[src/rtl/fetch_pkg.sv]
// Shared types and constants for the instruction fetch front end.
// Imported by the fetch unit, its buffer and its bus interface.
package fetch_pkg;
    localparam int INSTR_W = 32;
    localparam int ADDR_W  = 64;
    localparam int PC_INCR = 4;

    typedef enum logic {
        FETCH = 1'b0,
        FLUSH = 1'b1
    } fetch_state_t;

    typedef struct packed {
        logic [ADDR_W-1:0]  pc;
        logic [INSTR_W-1:0] instr;
        logic               filled;
    } fetch_entry_t;

    function automatic logic [ADDR_W-1:0] word_align(input logic [ADDR_W-1:0] addr);
        return {addr[ADDR_W-1:2], 2'b00};
    endfunction
endpackage

[src/rtl/inst_fetch_unit_if.sv]
// Bus bundle of the fetch unit: redirect input, memory request/response, consumer output.
// master = fetch unit side, slave = memory / next-PC / decode side.
interface inst_fetch_unit_if;
    import fetch_pkg::*;

    logic               redirect_valid;
    logic [ADDR_W-1:0]  redirect_pc;
    logic               mem_req_valid;
    logic [ADDR_W-1:0]  mem_req_addr;
    logic               mem_req_ready;
    logic               mem_rsp_valid;
    logic [INSTR_W-1:0] mem_rsp_data;
    logic               out_valid;
    logic [ADDR_W-1:0]  out_pc;
    logic [INSTR_W-1:0] out_instr;
    logic               out_ready;

    modport master (
        input  redirect_valid, redirect_pc,
        output mem_req_valid, mem_req_addr,
        input  mem_req_ready, mem_rsp_valid, mem_rsp_data,
        output out_valid, out_pc, out_instr,
        input  out_ready
    );

    modport slave (
        output redirect_valid, redirect_pc,
        input  mem_req_valid, mem_req_addr,
        output mem_req_ready, mem_rsp_valid, mem_rsp_data,
        input  out_valid, out_pc, out_instr,
        output out_ready
    );
endinterface

[src/rtl/fetch_buffer.sv]
// Circular {pc, instr, filled} buffer: allocate at tail, fill in allocation order, pop at head.
// Reports occupancy and the number of allocated-but-unfilled entries.
module fetch_buffer import fetch_pkg::*; #(
    parameter int DEPTH = 4,
    parameter int PTR_W = $clog2(DEPTH)
) (
    input  logic               CLK,
    input  logic               resetl,
    input  logic               flush,
    input  logic               alloc,
    input  logic [ADDR_W-1:0]  alloc_pc,
    input  logic               fill,
    input  logic [INSTR_W-1:0] fill_instr,
    input  logic               pop,
    output logic [PTR_W:0]     count,
    output logic [PTR_W:0]     unfilled,
    output logic               head_valid,
    output logic [ADDR_W-1:0]  head_pc,
    output logic [INSTR_W-1:0] head_instr
);
    logic [PTR_W-1:0] head_reg, tail_reg, fill_reg;
    logic [PTR_W:0]   count_reg, unfilled_reg;
    logic             alloc_ok, fill_ok, pop_ok;

    logic [DEPTH-1:0]              filled_vec;
    logic [DEPTH-1:0][ADDR_W-1:0]  pc_vec;
    logic [DEPTH-1:0][INSTR_W-1:0] instr_vec;

    // Stray responses (nothing outstanding) and pops of an unfilled head are dropped here.
    assign alloc_ok = alloc && (count_reg < (PTR_W+1)'(DEPTH));
    assign fill_ok  = fill && (unfilled_reg != '0);
    assign pop_ok   = pop && filled_vec[head_reg];

    genvar gi;
    generate
        for (gi = 0; gi < DEPTH; gi++) begin : g_entry
            fetch_entry_t entry_reg;

            always_ff @(posedge CLK) begin
                if (resetl) begin
                    entry_reg <= '0;
                end else if (flush) begin
                    entry_reg.filled <= 1'b0;
                end else begin
                    if (alloc_ok && tail_reg == PTR_W'(gi)) begin
                        entry_reg.pc     <= alloc_pc;
                        entry_reg.filled <= 1'b0;
                    end
                    if (fill_ok && fill_reg == PTR_W'(gi)) begin
                        entry_reg.instr  <= fill_instr;
                        entry_reg.filled <= 1'b1;
                    end
                    if (pop_ok && head_reg == PTR_W'(gi)) begin
                        entry_reg.filled <= 1'b0;
                    end
                end
            end

            assign filled_vec[gi] = entry_reg.filled;
            assign pc_vec[gi]     = entry_reg.pc;
            assign instr_vec[gi]  = entry_reg.instr;
        end
    endgenerate

    always_ff @(posedge CLK) begin
        if (resetl || flush) begin
            head_reg     <= '0;
            tail_reg     <= '0;
            fill_reg     <= '0;
            count_reg    <= '0;
            unfilled_reg <= '0;
        end else begin
            if (alloc_ok) tail_reg <= tail_reg + PTR_W'(1);
            if (fill_ok)  fill_reg <= fill_reg + PTR_W'(1);
            if (pop_ok)   head_reg <= head_reg + PTR_W'(1);
            count_reg    <= count_reg + {{PTR_W{1'b0}}, alloc_ok} - {{PTR_W{1'b0}}, pop_ok};
            unfilled_reg <= unfilled_reg + {{PTR_W{1'b0}}, alloc_ok} - {{PTR_W{1'b0}}, fill_ok};
        end
    end

    assign count      = count_reg;
    assign unfilled   = unfilled_reg;
    assign head_valid = filled_vec[head_reg];
    assign head_pc    = pc_vec[head_reg];
    assign head_instr = instr_vec[head_reg];
endmodule

[src/rtl/inst_fetch_unit.sv]
// Decoupled fetch front end: sequential PC generation, in-order memory requests,
// buffered {pc, instr} delivery and redirect flush of in-flight responses.
module inst_fetch_unit import fetch_pkg::*; #(
    parameter int DEPTH = 4
) (
    input  logic              CLK,
    input  logic              resetl,
    input  logic [ADDR_W-1:0] startpc,
    inst_fetch_unit_if.master bus
);
    localparam int PTR_W = $clog2(DEPTH);

    fetch_state_t       state_reg;
    logic [ADDR_W-1:0]  fetch_pc_reg;
    logic [PTR_W:0]     discard_reg;
    logic [PTR_W:0]     discard_base, discard_next;
    logic [PTR_W:0]     count, unfilled;
    logic               req_fire, fill, pop;
    logic               head_valid;
    logic [ADDR_W-1:0]  head_pc;
    logic [INSTR_W-1:0] head_instr;

    // Gated on the pre-edge count: a slot freed by a pop is only reusable next cycle.
    assign bus.mem_req_valid = (state_reg == FETCH) && (count < (PTR_W+1)'(DEPTH)) &&
                               !bus.redirect_valid && !resetl;
    assign bus.mem_req_addr  = fetch_pc_reg;
    assign req_fire          = bus.mem_req_valid && bus.mem_req_ready;
    assign fill              = bus.mem_rsp_valid && (state_reg == FETCH);
    assign pop               = bus.out_valid && bus.out_ready;

    assign bus.out_valid = head_valid && !resetl;
    assign bus.out_pc    = resetl ? '0 : head_pc;
    assign bus.out_instr = resetl ? '0 : head_instr;

    fetch_buffer #(
        .DEPTH (DEPTH),
        .PTR_W (PTR_W)
    ) u_buffer (
        .CLK        (CLK),
        .resetl     (resetl),
        .flush      (bus.redirect_valid),
        .alloc      (req_fire),
        .alloc_pc   (fetch_pc_reg),
        .fill       (fill),
        .fill_instr (bus.mem_rsp_data),
        .pop        (pop),
        .count      (count),
        .unfilled   (unfilled),
        .head_valid (head_valid),
        .head_pc    (head_pc),
        .head_instr (head_instr)
    );

    // Responses still owed at a redirect; one arriving this very cycle is already accounted for.
    always_comb begin
        discard_base = (state_reg == FLUSH) ? discard_reg : unfilled;
        discard_next = discard_base;
        if (bus.mem_rsp_valid && discard_base != '0) begin
            discard_next = discard_base - (PTR_W+1)'(1);
        end
    end

    always_ff @(posedge CLK) begin
        if (resetl) begin
            state_reg    <= FETCH;
            fetch_pc_reg <= word_align(startpc);
            discard_reg  <= '0;
        end else if (bus.redirect_valid) begin
            fetch_pc_reg <= word_align(bus.redirect_pc);
            discard_reg  <= discard_next;
            state_reg    <= (discard_next != '0) ? FLUSH : FETCH;
        end else begin
            if (req_fire) begin
                fetch_pc_reg <= fetch_pc_reg + ADDR_W'(PC_INCR);
            end
            if (state_reg == FLUSH && bus.mem_rsp_valid) begin
                discard_reg <= discard_reg - (PTR_W+1)'(1);
                if (discard_reg == (PTR_W+1)'(1)) begin
                    state_reg <= FETCH;
                end
            end
        end
    end

    // A response with nothing outstanding is a memory-side protocol error.
    always_ff @(posedge CLK) begin
        if (!resetl && bus.mem_rsp_valid && state_reg == FETCH) begin
            assert (unfilled != '0);
        end
    end
endmodule

[src/flat_wrapper.sv]
// flat-port wrapper written by rule: the top's interface ports become plain ports
module inst_fetch_unit_flat import fetch_pkg::*;
#(
    parameter int DEPTH = 4
)
  (CLK, resetl, startpc, bus_redirect_valid, bus_redirect_pc, bus_mem_req_valid, bus_mem_req_addr, bus_mem_req_ready, bus_mem_rsp_valid, bus_mem_rsp_data, bus_out_valid, bus_out_pc, bus_out_instr, bus_out_ready);
  inst_fetch_unit_if bus_i ();
  input  logic CLK;
  input  logic resetl;
  input  logic [ADDR_W-1:0] startpc;
  input wire logic [$bits(bus_i.redirect_valid)-1:0] bus_redirect_valid;
  input wire logic [$bits(bus_i.redirect_pc)-1:0] bus_redirect_pc;
  output wire logic [$bits(bus_i.mem_req_valid)-1:0] bus_mem_req_valid;
  output wire logic [$bits(bus_i.mem_req_addr)-1:0] bus_mem_req_addr;
  input wire logic [$bits(bus_i.mem_req_ready)-1:0] bus_mem_req_ready;
  input wire logic [$bits(bus_i.mem_rsp_valid)-1:0] bus_mem_rsp_valid;
  input wire logic [$bits(bus_i.mem_rsp_data)-1:0] bus_mem_rsp_data;
  output wire logic [$bits(bus_i.out_valid)-1:0] bus_out_valid;
  output wire logic [$bits(bus_i.out_pc)-1:0] bus_out_pc;
  output wire logic [$bits(bus_i.out_instr)-1:0] bus_out_instr;
  input wire logic [$bits(bus_i.out_ready)-1:0] bus_out_ready;
  assign bus_i.redirect_valid = bus_redirect_valid;
  assign bus_i.redirect_pc = bus_redirect_pc;
  assign bus_mem_req_valid = bus_i.mem_req_valid;
  assign bus_mem_req_addr = bus_i.mem_req_addr;
  assign bus_i.mem_req_ready = bus_mem_req_ready;
  assign bus_i.mem_rsp_valid = bus_mem_rsp_valid;
  assign bus_i.mem_rsp_data = bus_mem_rsp_data;
  assign bus_out_valid = bus_i.out_valid;
  assign bus_out_pc = bus_i.out_pc;
  assign bus_out_instr = bus_i.out_instr;
  assign bus_i.out_ready = bus_out_ready;
  inst_fetch_unit #(.DEPTH(DEPTH)) u_core (.CLK(CLK), .resetl(resetl), .startpc(startpc), .bus(bus_i));
endmodule
[config.mk]
export PLATFORM = sky130hd
export DESIGN_NAME = inst_fetch_unit_flat
export DESIGN_NICKNAME = d
export VERILOG_FILES = /design/src/rtl/fetch_pkg.sv /design/src/rtl/inst_fetch_unit_if.sv /design/src/rtl/fetch_buffer.sv /design/src/rtl/inst_fetch_unit.sv /design/src/flat_wrapper.sv
export SDC_FILE = /design/constraint.sdc
export NUM_CORES = 1
export LEC_CHECK = 0
export BUFFER_PORTS_ARGS = -buffer_cell sky130_fd_sc_hd__buf_2
export CAP_MARGIN = 0
export CORE_UTILIZATION = 30
export CTS_CLUSTER_SIZE = 12
export DETAILED_ROUTE_END_ITERATION = 12
export GPL_TIMING_DRIVEN = 1
export PLACE_DENSITY = 0.44
export SLEW_MARGIN = 20
export SYNTH_ARGS = -nofsm -noshare
export SYNTH_HDL_FRONTEND = slang
export SYNTH_SLANG_ARGS = --single-unit
[constraint.sdc]
create_clock -name CLK -period 4.4 [get_ports CLK]
set_input_delay 0.22 -clock CLK [delete_from_list [all_inputs] [get_ports CLK]]
set_output_delay 0.22 -clock CLK [all_outputs]
set_load 0.02 [all_outputs]
After elaboration in Yosys (flattened, before gate mapping)
Index checks and enable logic that the tools add are counted.

storage, ports and cells
  memory bits (writable) = 0
  bits of input ports = 166
  latch bits = 0
  ROM bits = 0
  memories kept = 0
  register bits after elaboration = 468
  output and inout port bits = 162
  logic and storage cells = 126

operators by class
  divide/modulo/power cells = 0
  bitwise gates (word level) = 2
  add/subtract/negate cells = 10
  multipliers = 0
  mux-type cells = 27
  reduce and logical (&&, ||, !) cells = 54
  equal/unequal tests = 10
  shifts and indexed selects = 0
  order comparisons = 2

operators by type and width
  operator                                                              count
  64-bit 2-to-1 mux                                                     5
  64-bit binary-select mux with 2-bit select                            1
  64-bit by 3-bit adder with 64-bit output, second input constant       1
  32-bit binary-select mux with 2-bit select                            1
  32-bit 2-to-1 mux                                                     2
  1-bit logical AND                                                     24
  2-bit AND reduction                                                   9
  1-bit 2-to-1 mux                                                      13
  2-bit == test, second input constant                                  6
  3-bit 2-to-1 mux                                                      4
  2-bit nonzero test                                                    6
  3-bit nonzero test                                                    4
  3-bit OR reduction                                                    4
  2-bit by 1-bit adder with 2-bit output, second input constant         3
  3-bit by 1-bit adder with 3-bit output                                2
  2-bit by 1-bit == test with 1-bit output, second input constant       3
  2-bit zero test                                                       3
  3-bit by 1-bit subtractor with 3-bit output                           2
  3-bit by 1-bit subtractor with 3-bit output, second input constant    2
  3-bit by 1-bit == test with 1-bit output, second input constant       1
  2-bit by 3-bit < comparator with 1-bit output, second input constant  1
  3-bit < comparator, second input constant                             1
  1-bit binary-select mux with 2-bit select                             1
  1-bit zero test                                                       2
  3 further kinds                                                       4

Logic depth before layout (Yosys ltp)
Gate-level depths: netlist (run 1).

  depth after elaboration = 9
  gate-level depth with buffers = 14
  depth with buffers taken out = 12

By module
Synthesis (run 1) repeated with hierarchy kept, for this count alone.

unflattened totals
  cells, all modules = 2397
  area total of the unflattened synthesis = 22522.9 um^2

modules (own cells, without submodules)
  module           area an instance (um^2)  sequential area each (um^2)  cells each  instances
  fetch_buffer     17280.3                  8007.7                       1794        1
  inst_fetch_unit  5242.5                   1941.9                       603         1

Worst setup path after synthesis (run 1)
No wires, ideal clock.

  path type = input port to flip-flop
  start point = input port resetl
  end point = register u_core.fetch_pc_reg[10], in the netlist u_core.bus.mem_req_addr[10], enable pin
  buffers on the path = 2
  setup time = 0.421 ns
  required time = 3.979 ns
  arrival = 3.159 ns
  setup slack = 0.820 ns
  cell stages on the path = 7
  cells stage by stage = clkbuf_1 > or2_2 > nor3_1 > and2_1 > clkbuf_1 > inv_1 > nand2_1

between the ends
  word-level cells in the longest chain between the ends = 4

ends and longest elaborated chain
  item                          line                   text
  start, declared               flat_wrapper.sv:9      input logic resetl;
  1-bit zero test               inst_fetch_unit.sv:25  !bus.redirect_valid && !resetl;
  1-bit logical AND             inst_fetch_unit.sv:25
  net bus_mem_req_valid         flat_wrapper.sv:13     output wire logic [$bits(bus_i.mem_req_valid)-1:0] bus_mem_req_valid;
  1-bit logical AND             inst_fetch_unit.sv:27  assign req_fire = bus.mem_req_valid && bus.mem_req_ready;
  3-bit nonzero test (no line)  -
  end signal, assigned          inst_fetch_unit.sv:66  fetch_pc_reg <= word_align(startpc);
  end signal, assigned          inst_fetch_unit.sv:69  fetch_pc_reg <= word_align(bus.redirect_pc);
  end signal, assigned          inst_fetch_unit.sv:74  fetch_pc_reg <= fetch_pc_reg + ADDR_W'(PC_INCR);
  end, declared                 inst_fetch_unit.sv:14  logic [ADDR_W-1:0] fetch_pc_reg;

The timed path passes the listed nets, and every way through them passes these cells.
A chain may end at the register's enable or synchronous reset.

Worst setup path after layout (run 1)
  start point = register u_core.fetch_pc_reg[34], in the netlist u_core.bus.mem_req_addr[34]
  end point = register u_core.fetch_pc_reg[37], in the netlist u_core.bus.mem_req_addr[37] (data pin)

between the ends
  word-level cells in the longest chain between the ends = 4

ends and longest elaborated chain
  item                                      line                   text
  64-bit by 3-bit adder with 64-bit output  inst_fetch_unit.sv:74
  64-bit 2-to-1 mux                         inst_fetch_unit.sv:73  if (req_fire) begin
  64-bit 2-to-1 mux                         inst_fetch_unit.sv:68  end else if (bus.redirect_valid) begin
  64-bit 2-to-1 mux                         inst_fetch_unit.sv:64  if (resetl) begin

Every way passes these cells. The select of a mux whose other input is x is not followed.

==> results of run 1 <==
[cell type report]
| type | count | area, µm² |
|---|---|---|
| diodes | 2 | 5.005 |
| clock buffers | 87 | 1660 |
| repair buffers | 466 | 3068 |
| well taps | 940 | 1176 |
| clock inverters | 14 | 123.9 |
| inverters | 24 | 92.59 |
| fillers | 7188 | 43750 |
| multi-input cells | 1792 | 10600 |
| flip-flops and latches | 458 | 9797 |
[timing repair]
action	CTS	global route
setup endpoints to repair	0	0
hold buffers	117	0
hold endpoints to repair	178	0
[cells by family after synthesis]
family                   Yosys count
flip-flops                       458
other                              1
XOR/XNOR                          62
buffers and inverters            254
AO/OA/AOI/OAI                    507
adder cells (fa/ha/maj)           23
multiplexers                     117
AND/OR/NAND/NOR                 1079
[Yosys cell counts, types with 24 or more instances]
cell type and n:
a21oi_1 402, a22oi_1 26, and2_1 101, clkbuf_1 194, dfxtp_1 396, edfxtp_1 62
inv_1 24, mux4_2 95, nand2_1 824, nand3_1 27, nor2_1 35, o21ai_0 43
xnor2_1 38, xor2_1 24
[power groups by stage]
stage / clock (mW) / combinational, mW / sequential (mW)
final: 4.51 / 0.855 / 4.55
after CTS: 4.64 / 0.860 / 4.55
after floorplan: 0 / 0.445 / 4.59
after detailed placement: 0 / 0.762 / 4.64
after global routing: 4.79 / 0.926 / 4.57
after global placement: 0 / 0.757 / 4.63
[per-layer routing]
metal | wire length, µm | global-route usage
met1 | 32000 | 0.2555
met2 | 37250 | 0.3554
met3 | 4383 | 0.03753
met4 | 1541 | 0.05436
met5 | 46 | 0
[worst max-delay path by stage]
stage | depth (start not counted) | end
after floorplan | 7 | u_core.bus.mem_req_addr[10]
after global placement | 13 | u_core.u_buffer.unfilled[2]
after detailed placement | 7 | u_core.bus.mem_req_addr[59]
after CTS | 8 | u_core.bus.mem_req_addr[37]
after global routing | 7 | u_core.bus.mem_req_addr[37]
final | 8 | u_core.bus.mem_req_addr[37]
[tightest hold or removal path: stages]
cell and delay, ps:
buf_2 80, mux2i_1 50, o21ai_0 160
==> impl_metrics.tcl, run 1 <==
set metrics [dict create \
    final.setup.worst_slack_ps 731.9 \
    finish.utilization 0.3774 \
    start_kind "register" \
    skew_ps 16.61 \
    min_to "u_core.bus.mem_req_addr[17]" \
    ctsRootBufferMaster "clkbuf_16" \
    required_ps 4750 \
    slew_viol_final 0 \
    holdCritStartpoint "bus_redirect_pc[17]" \
    synthSimpleGateAreaFrac 0.2188 \
    area_growth_syn_to_layout_pct 24.24 \
    seqPwrFrac 0.459 \
    power_density_mw_per_mm2 373.9 \
    crit_slowest_cell "nand4_1" \
    clk_latency_ps 600 \
    numPortBuffers 319 \
    rrSetupSlack_ps 730 \
    critical_path_class "reg2reg" \
    die_w_um 268.7 \
    gp_congestion 0.7811 \
    cts_buffers 55 \
    async_flop_share 0 \
    synth_compound_area_frac 0.1251 \
    cts_setup_buffers 0 \
    fin_crit_ps 3668 \
    worstHoldPathCells 3 \
    antenna_left 0 \
    netlist.top_cell.by_area "dfxtp_1" \
    dp.cells 3563 \
    clock.fmax_ghz 0.2726 \
    total_power_mw 9.916 \
    yosys_warnings 0 \
    crit_start "u_core.bus.mem_req_addr[34]" \
    crit_path_max_incr_delay_ps 780 \
    power_frac_comb 0.086 \
    relSlewSlack 0.2368 \
    ios 328 \
    fp-row-count 97 \
    maxCapViolCount 0 \
    critPathBufInv 2 \
    cts.sinks 458 \
    dieArea_mm2 0.07222 \
    layout_commonest_cell "nand2_1" \
    synth-edff-count 62 \
    viasPerCell 5.010 \
    vias 18954 \
    nets 2986 \
    first_iter_violations 1100 \
    dp_slack_ps 1117 \
    stdcell_count 3783 \
    yosys_register_bits 458 \
    critPathMaxFanout 14 \
    initial_utilization 0.3038 \
    grt_setup_unrepaired "no" \
    firstDrtPassIters 5 \
    swShare 0.2546 \
    grt_pass1_vias 18631 \
    finalSetupViolations 0 \
    path_cells "nand3_1 > buf_4 > nor4_1 > nand4_1 > xnor2_1 > mux2i_1 > o21ai_0 > dlygate4sd3_1" \
    dp_hpwl_um 44460 \
    crit_arrival_ps 4010 \
    cts_resized 0 \
    grt.overflow.total 0 \
    yosys-top-cells-area "dfxtp_1 37%, nand2_1 14%, mux4_2 10%" \
    p_sw_mw 2.524 \
    critPathTopFamily "simple AND/OR/NAND/NOR gates" \
    hold_ws_ps 27.45 \
    ys_seq_area_frac 0.4586 \
    wl_per_cell_um 19.88 \
    clkPwrFrac 0.455 \
    cts_tree "built" \
    grtUsageTotal 0.2034 \
    synth_xor_area_frac 0.02544 \
    yosysUniqueCellTypes 54 \
    core-area_mm2 0.07027 \
    avgSynthCellArea_um2 8.535 \
    die_h_um 268.7 \
    synthCells 2501 \
    drcViolationCount 0 \
    largest_reg_flops 376 \
    cts.htree.levels 2 \
    hold_class "in2reg" \
    worst_pin_slew_ps 1145 \
    r2r_end "u_core.bus.mem_req_addr[37]" \
    rr_worst_depth 8 \
    ys.flop_type "dfxtp_1" \
    leakagePower_nw 9.453 \
    worstSetupEndpointType "register" \
    fin_area_mm2 0.02652 \
    p_int_mw 7.391 \
    ir_drop_v 0.0002695 \
    syn-cell-area_mm2 0.02135 \
    hold_viol 0 \
    layout-drive-gt1-share 0.1968 \
    synth_top_area_share 0.3714 \
    rr_startpoint "u_core.bus.mem_req_addr[34]" \
    grt_max_degree 201 \
    routed_wl_um 75220 \
    clk_path_buf_depth 3 \
    grt_first_pass_wirelength_um 112500 \
    antenna_found_initial 6 \
    synth_fa_ha_area_frac 0.01419 \
    run_status "complete, no violations" \
    synth_top_family_by_area "simple AND/OR/NAND/NOR gates" \
    synthMuxAreaShare 0.1106 \
    cts.clk_slew.worst_paths_ps 60 \
    fin_tns_setup_ps 0 \
    fin_crit_sh 0.8337 \
    layout_common_cells "819 x nand2_1, 402 x a21oi_1, 394 x dfxtp_1" \
    placed_area_mm2 0.02356 \
]
No activity file was read; power rests on OpenSTA's default activity.
==> run 2, diff against run 1 <==
Clock period 4.4 ns to 3.4 ns, I/O delays scaled along.
==> run 2 against run 1 <==
Setup slack worse by 590 ps. Clock-buffer cell count decreased by 2. Clock skew decreased by 0.87 ps. Combinational power increased by 44%. Sequential power rose by 28%. Die area is the same. Power is 33% higher. Worst hold slack lost 13 ps. Register-to-register slack worse by 590 ps. Cell count rose by 1.3%. Utilization up 0.92 points. Highest routed layer is now met4.
==> impl_metrics.tcl, run 2 (synthesized netlist as in run 1, its figures left out) <==
set metrics [dict create \
    run_status "complete, no violations" \
    fin_crit_sh 0.9591 \
    grtUsageTotal 0.2088 \
    cts_resized 0 \
    fp-row-count 97 \
    gp_congestion 0.7688 \
    first_iter_violations 1049 \
    hold_class "in2reg" \
    numPortBuffers 319 \
    worst_pin_slew_ps 1088 \
    wl_per_cell_um 20.08 \
    antenna_found_initial 2 \
    dp_hpwl_um 45470 \
    core-area_mm2 0.07027 \
    cts.clk_slew.worst_paths_ps 60 \
    final.setup.worst_slack_ps 138.9 \
    start_kind "register" \
    initial_utilization 0.3038 \
    largest_reg_flops 376 \
    crit_start "u_core.bus.mem_req_addr[20]" \
    wl_met3_um 5352 \
    ir_drop_v 0.0004258 \
    wl_met2_um 37900 \
    nets 3036 \
    finalSetupViolations 0 \
    layout_commonest_cell "nand2_1" \
    ctsRootBufferMaster "clkbuf_16" \
    worstSetupEndpointType "register" \
    grt_max_degree 133 \
    dp_slack_ps 553.6 \
    grt_pass1_vias 19109 \
    r2r_end "u_core.bus.mem_req_addr[56]" \
    clk_latency_ps 610 \
    skew_ps 15.74 \
    vias 19077 \
    routed_wl_um 76980 \
    grt_setup_unrepaired "no" \
    grt.overflow.total 0 \
    maxCapViolCount 0 \
    wirelength_met1_um 32040 \
    worstSetupEndpoint "u_core.bus.mem_req_addr[56]" \
    ios 328 \
    dieArea_mm2 0.07222 \
    layout_common_cells "819 x nand2_1, 402 x a21oi_1, 394 x dfxtp_1" \
    die_h_um 268.7 \
    grt_first_pass_wirelength_um 115100 \
    rrSetupSlack_ps 140 \
    fillerInstances 7116 \
    drcViolationCount 0 \
    rr_startpoint "u_core.bus.mem_req_addr[20]" \
    highest_layer "met4" \
    antenna_left 0 \
    power_density_mw_per_mm2 484.1 \
    cts.sinks 458 \
    rr_worst_depth 7 \
    cts_buffers 54 \
    slew_viol_final 0 \
    layout-drive-gt1-share 0.2028 \
    die_w_um 268.7 \
    clock.fmax_ghz 0.3066 \
    clk_path_buf_depth 3 \
    critical_path_class "reg2reg" \
    required_ps 3750 \
    holdCritStartpoint "bus_redirect_pc[36]" \
    leakagePower_nw 9.790 \
    area_growth_syn_to_layout_pct 27.28 \
    firstDrtPassIters 5 \
    crit_arrival_ps 3610 \
    relSlewSlack 0.2744 \
    fin_crit_ps 3261 \
    hold_viol 0 \
    viasPerCell 4.977 \
    cts_tree "built" \
    fin_tns_setup_ps 0 \
    finish.utilization 0.3866 \
    critPathMaxFanout 11 \
    cts.htree.levels 2 \
]
## run 2: final cells by class
type	count	area, µm²	area share
diodes	3	7.507	0.0002763
multi-input cells	1792	10640	0.3915
inverters	24	92.59	0.003408
repair buffers	517	3596	0.1324
well taps	940	1176	0.04329
clock buffers	85	1660	0.06111
flip-flops and latches	458	9797	0.3606
clock inverters	14	202.7	0.007461
## run 2: timing repair
action | in CTS | in global routing
setup endpoints to repair | 0 | 1
hold endpoints to repair | 188 | 0
hold buffers | 145 | 0
setup buffers | 0 | 2
## run 2: worst min-delay path by stage
stage / end / cells past startpoint
after floorplan: u_core.u_buffer.g_entry[0].entry_reg[10] / 2
after global placement: u_core.u_buffer.g_entry[2].entry_reg[52] / 2
after detailed placement: u_core.u_buffer.g_entry[1].entry_reg[89] / 2
after CTS: u_core.bus.mem_req_addr[62] / 3
after global routing: u_core.bus.mem_req_addr[36] / 3
final: u_core.bus.mem_req_addr[36] / 3
## run 2: stage by stage
step	std cells	area, µm²	total power, mW	hold WS, ps
6_report	3833	27170	13.15	14.06
3_5_place_dp	3584	23830	7.028	443.7
4_1_cts	3828	27150	13.32	5.782
2_1_floorplan	2504	21360	6.514	306.0
3_3_place_gp	3584	23830	7.013	437.7
5_1_grt	3830	27160	13.65	9.450
## run 2: metal layers
| layer | vias up | track usage |
|---|---|---|
| li1 | 9123 | - |
| met1 | 9310 | 0.2594 |
| met2 | 537 | 0.3602 |
| met3 | 107 | 0.04721 |
| met4 | 0 | 0.05943 |
| met5 | - | 0 |
## run 2: power breakdown
group          internal, mW  total (mW)  switching (mW)  leakage, nW
clock                  3.71        6.08            2.37        0.921
combinational         0.509        1.23           0.725         5.03
sequential             5.63        5.84           0.208         3.84
total                  9.85        13.2            3.30         9.79
## run 2: critical path, stage by stage, from the launching register on
cell	delay, ps
edfxtp_1	500
and4_1	310
nand4_1	280
or4b_4	720
o31a_1	330
o31ai_1	190
o21ai_1	70
dlygate4sd3_1	580
